$ cat src/rtl/mem_wb_stage_if.sv
// Data-cache request/response bus between the memory stage (master) and the dcache (slave).
interface mem_wb_stage_if #(
    parameter int DATA_W = 32
);
    logic              dmemREN;
    logic              dmemWEN;
    logic [DATA_W-1:0] dmemaddr;
    logic [DATA_W-1:0] dmemstore;
    logic              dhit;
    logic [DATA_W-1:0] dmemload;

    modport master (
        output dmemREN, dmemWEN, dmemaddr, dmemstore,
        input  dhit, dmemload
    );

    modport slave (
        input  dmemREN, dmemWEN, dmemaddr, dmemstore,
        output dhit, dmemload
    );
endinterface

$ cat src/rtl/mem_wb_stage.sv
// Memory stage plus MEM/WB pipeline register: dcache request, stall until dhit,
// writeback select, sticky halt and a saturating stall-cycle counter.
module mem_wb_stage #(
    parameter int DATA_W      = 32,
    parameter int STALL_CNT_W = 16
) (
    input  logic                   CLK,
    input  logic                   nRST,
    input  logic [1:0]             memtoreg_in,
    input  logic                   regwrite_in,
    input  logic                   dmemREN_in,
    input  logic                   dmemWEN_in,
    input  logic                   halt_in,
    input  logic [DATA_W-1:0]      rdat2_in,
    input  logic [DATA_W-1:0]      npc_in,
    input  logic [DATA_W-1:0]      aluResult_in,
    input  logic [4:0]             branchDest_in,
    input  logic [DATA_W-1:0]      upper16_in,
    mem_wb_stage_if.master         dbus,
    output logic                   mem_stall,
    output logic                   wb_regwrite,
    output logic [4:0]             wb_wsel,
    output logic [DATA_W-1:0]      wb_wdat,
    output logic                   halt,
    output logic [STALL_CNT_W-1:0] stall_cycles
);
    typedef enum logic [1:0] {
        RUN,
        WAIT_HIT,
        HALTED
    } state_t;

    state_t            state, state_next;
    logic              mem_op;
    logic              halt_take;
    logic [DATA_W-1:0] wb_sel;

    assign mem_op         = (dmemREN_in | dmemWEN_in) & (state != HALTED);
    assign dbus.dmemWEN   = dmemWEN_in & mem_op;
    assign dbus.dmemREN   = dmemREN_in & ~dmemWEN_in & mem_op;
    assign dbus.dmemaddr  = aluResult_in;
    assign dbus.dmemstore = rdat2_in;
    assign mem_stall      = mem_op & ~dbus.dhit;
    assign halt_take      = halt_in & ~mem_stall & (state != HALTED);

    always_comb begin
        state_next = state;
        // A registered halt wins over WAIT->RUN so state and the halt flag never disagree.
        unique case (state)
            RUN: begin
                if (halt_take)      state_next = HALTED;
                else if (mem_stall) state_next = WAIT_HIT;
            end
            WAIT_HIT: begin
                if (halt_take)                   state_next = HALTED;
                else if (dbus.dhit || !mem_op)   state_next = RUN;
            end
            HALTED:  state_next = HALTED;
            default: state_next = RUN;
        endcase
    end

    always_comb begin
        wb_sel = aluResult_in;
        unique case (memtoreg_in)
            2'b00:   wb_sel = aluResult_in;
            2'b01:   wb_sel = dbus.dmemload;
            2'b10:   wb_sel = npc_in;
            2'b11:   wb_sel = upper16_in;
            default: wb_sel = aluResult_in;
        endcase
    end

    always_ff @(posedge CLK or negedge nRST) begin
        if (!nRST) state <= RUN;
        else       state <= state_next;
    end

    always_ff @(posedge CLK or negedge nRST) begin
        if (!nRST) begin
            wb_regwrite  <= 1'b0;
            wb_wsel      <= '0;
            wb_wdat      <= '0;
            halt         <= 1'b0;
            stall_cycles <= '0;
        end else begin
            if (state == HALTED || mem_stall) begin
                wb_regwrite <= 1'b0;
            end else begin
                wb_regwrite <= regwrite_in & ~halt_in;
                wb_wsel     <= branchDest_in;
                wb_wdat     <= wb_sel;
            end
            if (halt_take)
                halt <= 1'b1;
            if (mem_stall && stall_cycles != '1)
                stall_cycles <= stall_cycles + 1'b1;
        end
    end
endmodule
$ cat src/flat_wrapper.sv
// flat-port wrapper written by rule: the top's interface ports become plain ports
module mem_wb_stage_flat 
#(
    parameter int DATA_W      = 32,
    parameter int STALL_CNT_W = 16
)
  (CLK, nRST, memtoreg_in, regwrite_in, dmemREN_in, dmemWEN_in, halt_in, rdat2_in, npc_in, aluResult_in, branchDest_in, upper16_in, mem_stall, wb_regwrite, wb_wsel, wb_wdat, halt, stall_cycles, dbus_dmemREN, dbus_dmemWEN, dbus_dmemaddr, dbus_dmemstore, dbus_dhit, dbus_dmemload);
  mem_wb_stage_if #(.DATA_W(DATA_W)) dbus_i ();
  input  logic CLK;
  input  logic nRST;
  input  logic [1:0] memtoreg_in;
  input  logic regwrite_in;
  input  logic dmemREN_in;
  input  logic dmemWEN_in;
  input  logic halt_in;
  input  logic [DATA_W-1:0] rdat2_in;
  input  logic [DATA_W-1:0] npc_in;
  input  logic [DATA_W-1:0] aluResult_in;
  input  logic [4:0] branchDest_in;
  input  logic [DATA_W-1:0] upper16_in;
  output logic mem_stall;
  output logic wb_regwrite;
  output logic [4:0] wb_wsel;
  output logic [DATA_W-1:0] wb_wdat;
  output logic halt;
  output logic [STALL_CNT_W-1:0] stall_cycles;
  output wire logic [$bits(dbus_i.dmemREN)-1:0] dbus_dmemREN;
  output wire logic [$bits(dbus_i.dmemWEN)-1:0] dbus_dmemWEN;
  output wire logic [$bits(dbus_i.dmemaddr)-1:0] dbus_dmemaddr;
  output wire logic [$bits(dbus_i.dmemstore)-1:0] dbus_dmemstore;
  input wire logic [$bits(dbus_i.dhit)-1:0] dbus_dhit;
  input wire logic [$bits(dbus_i.dmemload)-1:0] dbus_dmemload;
  assign dbus_dmemREN = dbus_i.dmemREN;
  assign dbus_dmemWEN = dbus_i.dmemWEN;
  assign dbus_dmemaddr = dbus_i.dmemaddr;
  assign dbus_dmemstore = dbus_i.dmemstore;
  assign dbus_i.dhit = dbus_dhit;
  assign dbus_i.dmemload = dbus_dmemload;
  mem_wb_stage #(.DATA_W(DATA_W), .STALL_CNT_W(STALL_CNT_W)) u_core (.CLK(CLK), .nRST(nRST), .memtoreg_in(memtoreg_in), .regwrite_in(regwrite_in), .dmemREN_in(dmemREN_in), .dmemWEN_in(dmemWEN_in), .halt_in(halt_in), .rdat2_in(rdat2_in), .npc_in(npc_in), .aluResult_in(aluResult_in), .branchDest_in(branchDest_in), .upper16_in(upper16_in), .dbus(dbus_i), .mem_stall(mem_stall), .wb_regwrite(wb_regwrite), .wb_wsel(wb_wsel), .wb_wdat(wb_wdat), .halt(halt), .stall_cycles(stall_cycles));
endmodule
$ cat config.mk
export PLATFORM = sky130hd
export DESIGN_NAME = mem_wb_stage_flat
export DESIGN_NICKNAME = d
export VERILOG_FILES = /design/src/rtl/mem_wb_stage_if.sv /design/src/rtl/mem_wb_stage.sv /design/src/flat_wrapper.sv
export SDC_FILE = /design/constraint.sdc
export NUM_CORES = 1
export LEC_CHECK = 0
export CAP_MARGIN = 10
export CORE_AREA = 2 2 114 116
export DETAILED_ROUTE_END_ITERATION = 7
export DIE_AREA = 0 0 116 118
export PLACE_DENSITY = 0.85
export SLEW_MARGIN = 15
export SYNTH_ARGS = -nofsm -noshare
export SYNTH_HDL_FRONTEND = slang
export SYNTH_SLANG_ARGS = --single-unit
$ cat constraint.sdc
create_clock -name CLK -period 1.7 [get_ports CLK]
set_input_delay 0.17 -clock CLK [delete_from_list [all_inputs] [get_ports CLK]]
set_output_delay 0.17 -clock CLK [all_outputs]
set_load 0.005 [all_outputs]
======== Word level (Yosys, flattened, before mapping) ========
Index checks and enable logic that the tools add are counted.
storage, ports and cells
  output and inout port bits .............. 122
  word-level logic and storage cells ...... 43
  register bits after elaboration ......... 57
  input bits .............................. 174
cells by class
  multiplexer cells ....................... 7
  equality and inequality tests ........... 9
  reduce and logical (&&, ||, !) cells .... 7
  add/subtract/negate cells ............... 1
  bitwise logic cells ..................... 13
operator list
  kind                   count
  $pmux 32 s4            1
  $add 16x1->16 const B  1
  $ne 16x16->1 const B   1
  $and 1x1->1            8
  $mux 2                 4
  $eq 2x2->1 const B     3
  $ne 3x1->1 const B     2
  $pmux 2 s3             1
  $eq 2x1->1 const B     2
  $logic_not 2->1        2
  $not 1->1              4
  $logic_or 1x1->1       2
  $ne 2x2->1 const B     1
  $reduce_and 2->1       1
  $logic_and 1x1->1      1
  $logic_not 1->1        1
  $mux 1                 1
  $or 1x1->1             1

======== Depth between registers and ports, before layout ========
  depth after elaboration ................. 8
  mapped depth ............................ 6
  depth with buffers taken out ............ 5

======== Worst setup path after synthesis ========
OpenSTA, ideal clock, no wires.
  kind .................................... reg2reg
  start point ............................. register u_core.stall_cycles[0]
  end point ............................... register u_core.stall_cycles[1]
  clock period less this slack ............ 1.603 ns
  slack ................................... 0.097 ns
  stages on the path, launching flop included .. 7
  path buffers ............................ 1
  data arrival time ....................... 1.478 ns
  cell sequence ........................... dfrtp_1 -> ha_1 -> nand3_2 -> and4bb_1 -> buf_6 -> nor2_4 -> mux2_4
between the ends
  longest elaborated chain between the ends .. 2
ends and longest elaborated chain
  what                                                   line                source
  start, declared                                        mem_wb_stage.sv:25  output logic [STALL_CNT_W-1:0] stall_cycles
  start signal, assigned                                 mem_wb_stage.sv:97  stall_cycles <= stall_cycles + 1'b1;
  branches (longest 2 deep; another with $add 16x1->16)  n/a
Parallel ways; which one is timed is not known.
A chain may end at the register's enable or synchronous reset.

======== Final worst setup path ========
  start point ............................. register u_core.state[1]
  end point ............................... output port dbus_dmemWEN
between the ends
  longest elaborated chain between the ends .. 3
ends and longest elaborated chain
  what                    line                source
  start, declared         mem_wb_stage.sv:33  state_t state, state_next;
  start signal, assigned  mem_wb_stage.sv:76  else state <= state_next;
  $ne 2x2->1              mem_wb_stage.sv:38  assign mem_op = (dmemREN_in | dmemWEN_in) & (state != HALTED);
  $and 1x1->1             mem_wb_stage.sv:38
  $and 1x1->1             mem_wb_stage.sv:39  assign dbus.dmemWEN = dmemWEN_in & mem_op;
  end, declared           flat_wrapper.sv:28  output wire logic [$bits(dbus_i.dmemWEN)-1:0] dbus_dmemWEN;
No other way between the ends.

==> metrics.md <==
| Metric | Value |
|---|---|
| Status | `completed` |
| Clk sink count | `57` |
| Max cap viols | `0` |
| Top post-synthesis cells by area | `dfrtp_1, mux4_2, buf_4, mux2_2, buf_6` |
| Crit-path max FO | `4` |
| Antenna violations before repair | `0` |
| Root Buffer Master | `clkbuf_16` |
| Iteration-0 DRC Markers | `150` |
| Global-route wire length before repair | `17.39 mm` |
| Pwr/cell area | `1123 mW/mm^2` |
| Antenna-violating nets left | `0` |
| Die area | `around 0.014 sq mm` |
| Largest area contributor in the synthesized netlist | `dfrtp_1` |
| Ant diodes | `0` |
| Grt ovf | `0` |
| Tot GR Track Use | `16.65%` |
| Initial DRT Pass Iterations | `4` |
| Buffers added on ports | `roughly 230` |
| Critical Path AT | `roughly 1.5 ns` |
| RSZ-0062 raised after global routing | `no` |
| Total CTS buffers | `9` |
| Pin count of the biggest net entering global routing | `58` |
| Worst R2R Setup Slack | `approximately 0.14 ns` |
| Synthesis-to-layout area growth | `66.36%` |
| Worst Max-Slew Pin Slew | `0.3715 ns` |
| Max Used Layer | `met4` |
| YS warnings | `0` |
| Syn Area/Cell | `between 10 and 15 sq um` |
| Synthesized instance count | `~270` |
| Mapped Nets | `444` |
| Drc violations | `0` |
| Met2 wire len | `roughly 6.1 mm` |
| IO Pins | `just under 300` |
| Cell Area, Synth | `between 0.003 and 0.004 sq mm` |
| Setup TNS Final | `0 ns` |
| Rel. slew slack | `75.05%` |
| RePlAce Congestion | `0.8115` |
| # rows | `41` |
| Min Tclk post-route | `about 1.6 ns` |
| Fin. Hold Viols | `0` |
| Vias per inst | `around 4.6` |
| Final worst clock skew | `0.007158 ns` |
| Crit path launch type | `flip-flop` |
| VDD IR max | `~440 uV` |
| Post-synth EDFFs | `0` |
| Synth Register Bits | `57` |
| Fin crit share | `a little over nine tenths` |
| Required time worst endpoint | `1.53 ns` |
| Final WL | `roughly 11 mm` |
| Vias in the first global route | `roughly 3300` |
| Worst-Skew Late Latency | `0.32 ns` |
| Setup violations, final | `0` |
| Main synth FF type | `dfrtp_1` |
| Starting Density | `29.78%` |
| DR WL met3 | `around 740 microns` |
| CP Launch Point | `u_core.state[1]$_DFFE_PN0P_` |
| Placeable Area | `0.01241 sq mm` |
| Clock-pin slew on the worst setup and hold paths | `~0.050 ns` |
| Post-synth ARST share | `100.0%` |
| DIE HEIGHT | `between 100 and 150 microns` |
| Worst Min Path Start | `rdat2_in[16]` |
| Setup crit end kind | `primary output` |
| RR Startpoint | `u_core.stall_cycles[6]$_DFFE_PN0P_` |
| CTS tree | `yes` |
| CTS H-tree depth | `3` |
| Sequential element share of the synthesized area | `between 30% and 40%` |
| Per-cell routed wire length | `between 15 and 20 microns` |
| DRT met1 WL | `between 4 and 5 mm` |
| Routed vias | `approximately 2900` |
| Clk buf depth | `2` |
| Fin util | `49.55%` |
| Detail Placement HPWL | `between 9 and 10 mm` |
| Top cell type's share of synthesized area | `38.58%` |
| CP Class | `flip-flop to primary output` |
| Slew Limit Fails | `0` |
| LEAKAGE | `2.435 nW` |
| Layout cell share with drive strength beyond 1 | `about a quarter` |
| Max Clock Freq | `approximately 600 MHz` |
| Min-delay worst type | `primary input to primary output` |
| Die W | `between 100 and 150 microns` |
| Fin nets | `630` |
| Yosys cell types | `41` |
==> metrics by stage <==
step / setup slack (ns) / power [mW] / std cells / area [sq um] / hold slack (ns)
floorplan: 0.09668 / 3.438 / 269 / 3697 / -0.1256
global placement: -0.002853 / 5.179 / 614 / 5839 / 0.2003
detailed placement: -0.05160 / 5.289 / 614 / 5839 / 0.2089
CTS: 0.04838 / 7.012 / 632 / 6141 / 0.3400
global route: 0.01157 / 7.267 / 632 / 6151 / 0.3400
finish: 0.06897 / 6.910 / 632 / 6151 / 0.3400
==> repair_timing <==
| item | CTS | global route |
|---|---|---|
| endpoints found under the hold margin | 57 | 0 |
| endpoints found under the setup margin | 3 | 8 |
| hold buffers | 1 | 0 |
| pin swaps | 1 | 1 |
| gates resized for setup | 4 | 3 |
| gates cloned | 0 | 0 |
| setup buffers | 1 | 0 |
==> cell usage in the layout (no fill, tap or decap), types with 2 or more instances in the layout <==
cell,netlist,final
buf_12,0,6
xor2_1,7,7
clkbuf_16,0,9
and3_1,2,2
clkbuf_1,0,2
buf_4,64,14
clkdlybuf4s50_1,0,228
nor4_4,2,2
buf_2,2,2
nand4_1,2,2
nand2_1,7,6
nor3b_1,3,3
and2_1,2,2
clkinv_2,0,3
xnor2_1,5,5
nand2b_4,1,2
inv_1,2,2
clkbuf_8,0,2
nor3_1,3,3
a21oi_1,3,3
nand3_1,6,6
and4_4,2,2
mux2_2,37,37
dfrtp_1,57,56
mux4_2,32,32
==> per-layer routing <==
metal / GRT usage, % / up-vias
met1: 18.15 / 1434
li1: - / 1300
met3: 3.965 / 33
met5: 0 / -
met4: 6.548 / 0
met2: 30.48 / 121
==> cell type report <==
class | instances | area, sq um
flip-flops and latches | 57 | 1428
clock buffers | 13 | 260.3
fillers | 1116 | 6264
inverters | 2 | 7.507
multi-input cells | 133 | 1689
clock inverters | 3 | 15.01
well taps | 172 | 215.2
repair buffers | 252 | 2536
==> cells in the mapped netlist (3+ instances only) <==
library cell and instances:
xor2_1 7, buf_4 64, buf_6 7, a21oi_1 3
nand3_1 6, mux2_2 37, dfrtp_1 57, mux4_2 32
nand2_1 7, nor3_1 3, nor3b_1 3, buf_1 3
xnor2_1 5
==> cells by family (layout without fill, tap and decap cells) <==
group           Yosys count  after routing  share of synthesized area [%]
flops                    57             57                          38.58
compound gates            7              7                          1.455
simple gates             42             42                          9.035
buf+inv                  79            270                          16.31
fa+ha+maj                 1              1                         0.3384
mux                      71             71                          31.44
xor+xnor                 12             12                          2.843
==> worst max-delay path, stage by stage (launching register included) <==
cell and delay [ns]:
dfrtp_2 0.43, nand2b_4 0.11, and2_1 0.13, clkdlybuf4s50_1 0.49
==> sequential cells by signal, indices dropped and copies added, names as in the netlist <==
signal               cells
u_core.state             2
u_core.wb_wdat          32
u_core.wb_wsel           5
u_core.halt              1
u_core.stall_cycles     16
u_core.wb_regwrite       1
==> path summary, 6_finish.rpt <==
path,cells after the start,endpoint
min in group asynchronous,3,u_core.stall_cycles[11]$_DFFE_PN0P_
worst max-delay path,3,dbus_dmemWEN
worst min register to register,1,u_core.halt$_DFFE_PN0P_
worst max register to register,4,u_core.stall_cycles[1]$_DFFE_PN0P_
worst min-delay path,0,dbus_dmemstore[16]
max in group asynchronous,3,u_core.state[1]$_DFFE_PN0P_
==> report_power, final <==
part	total [mW]	internal, mW	leakage (nW)	switching (mW)
combinational	3.03	2.05	1.61	0.975
clock	1.66	1.06	0.139	0.600
sequential	2.22	1.90	0.685	0.321
total	6.91	5.01	2.44	1.90
Note: power is estimated with default switching activity, not from simulation.
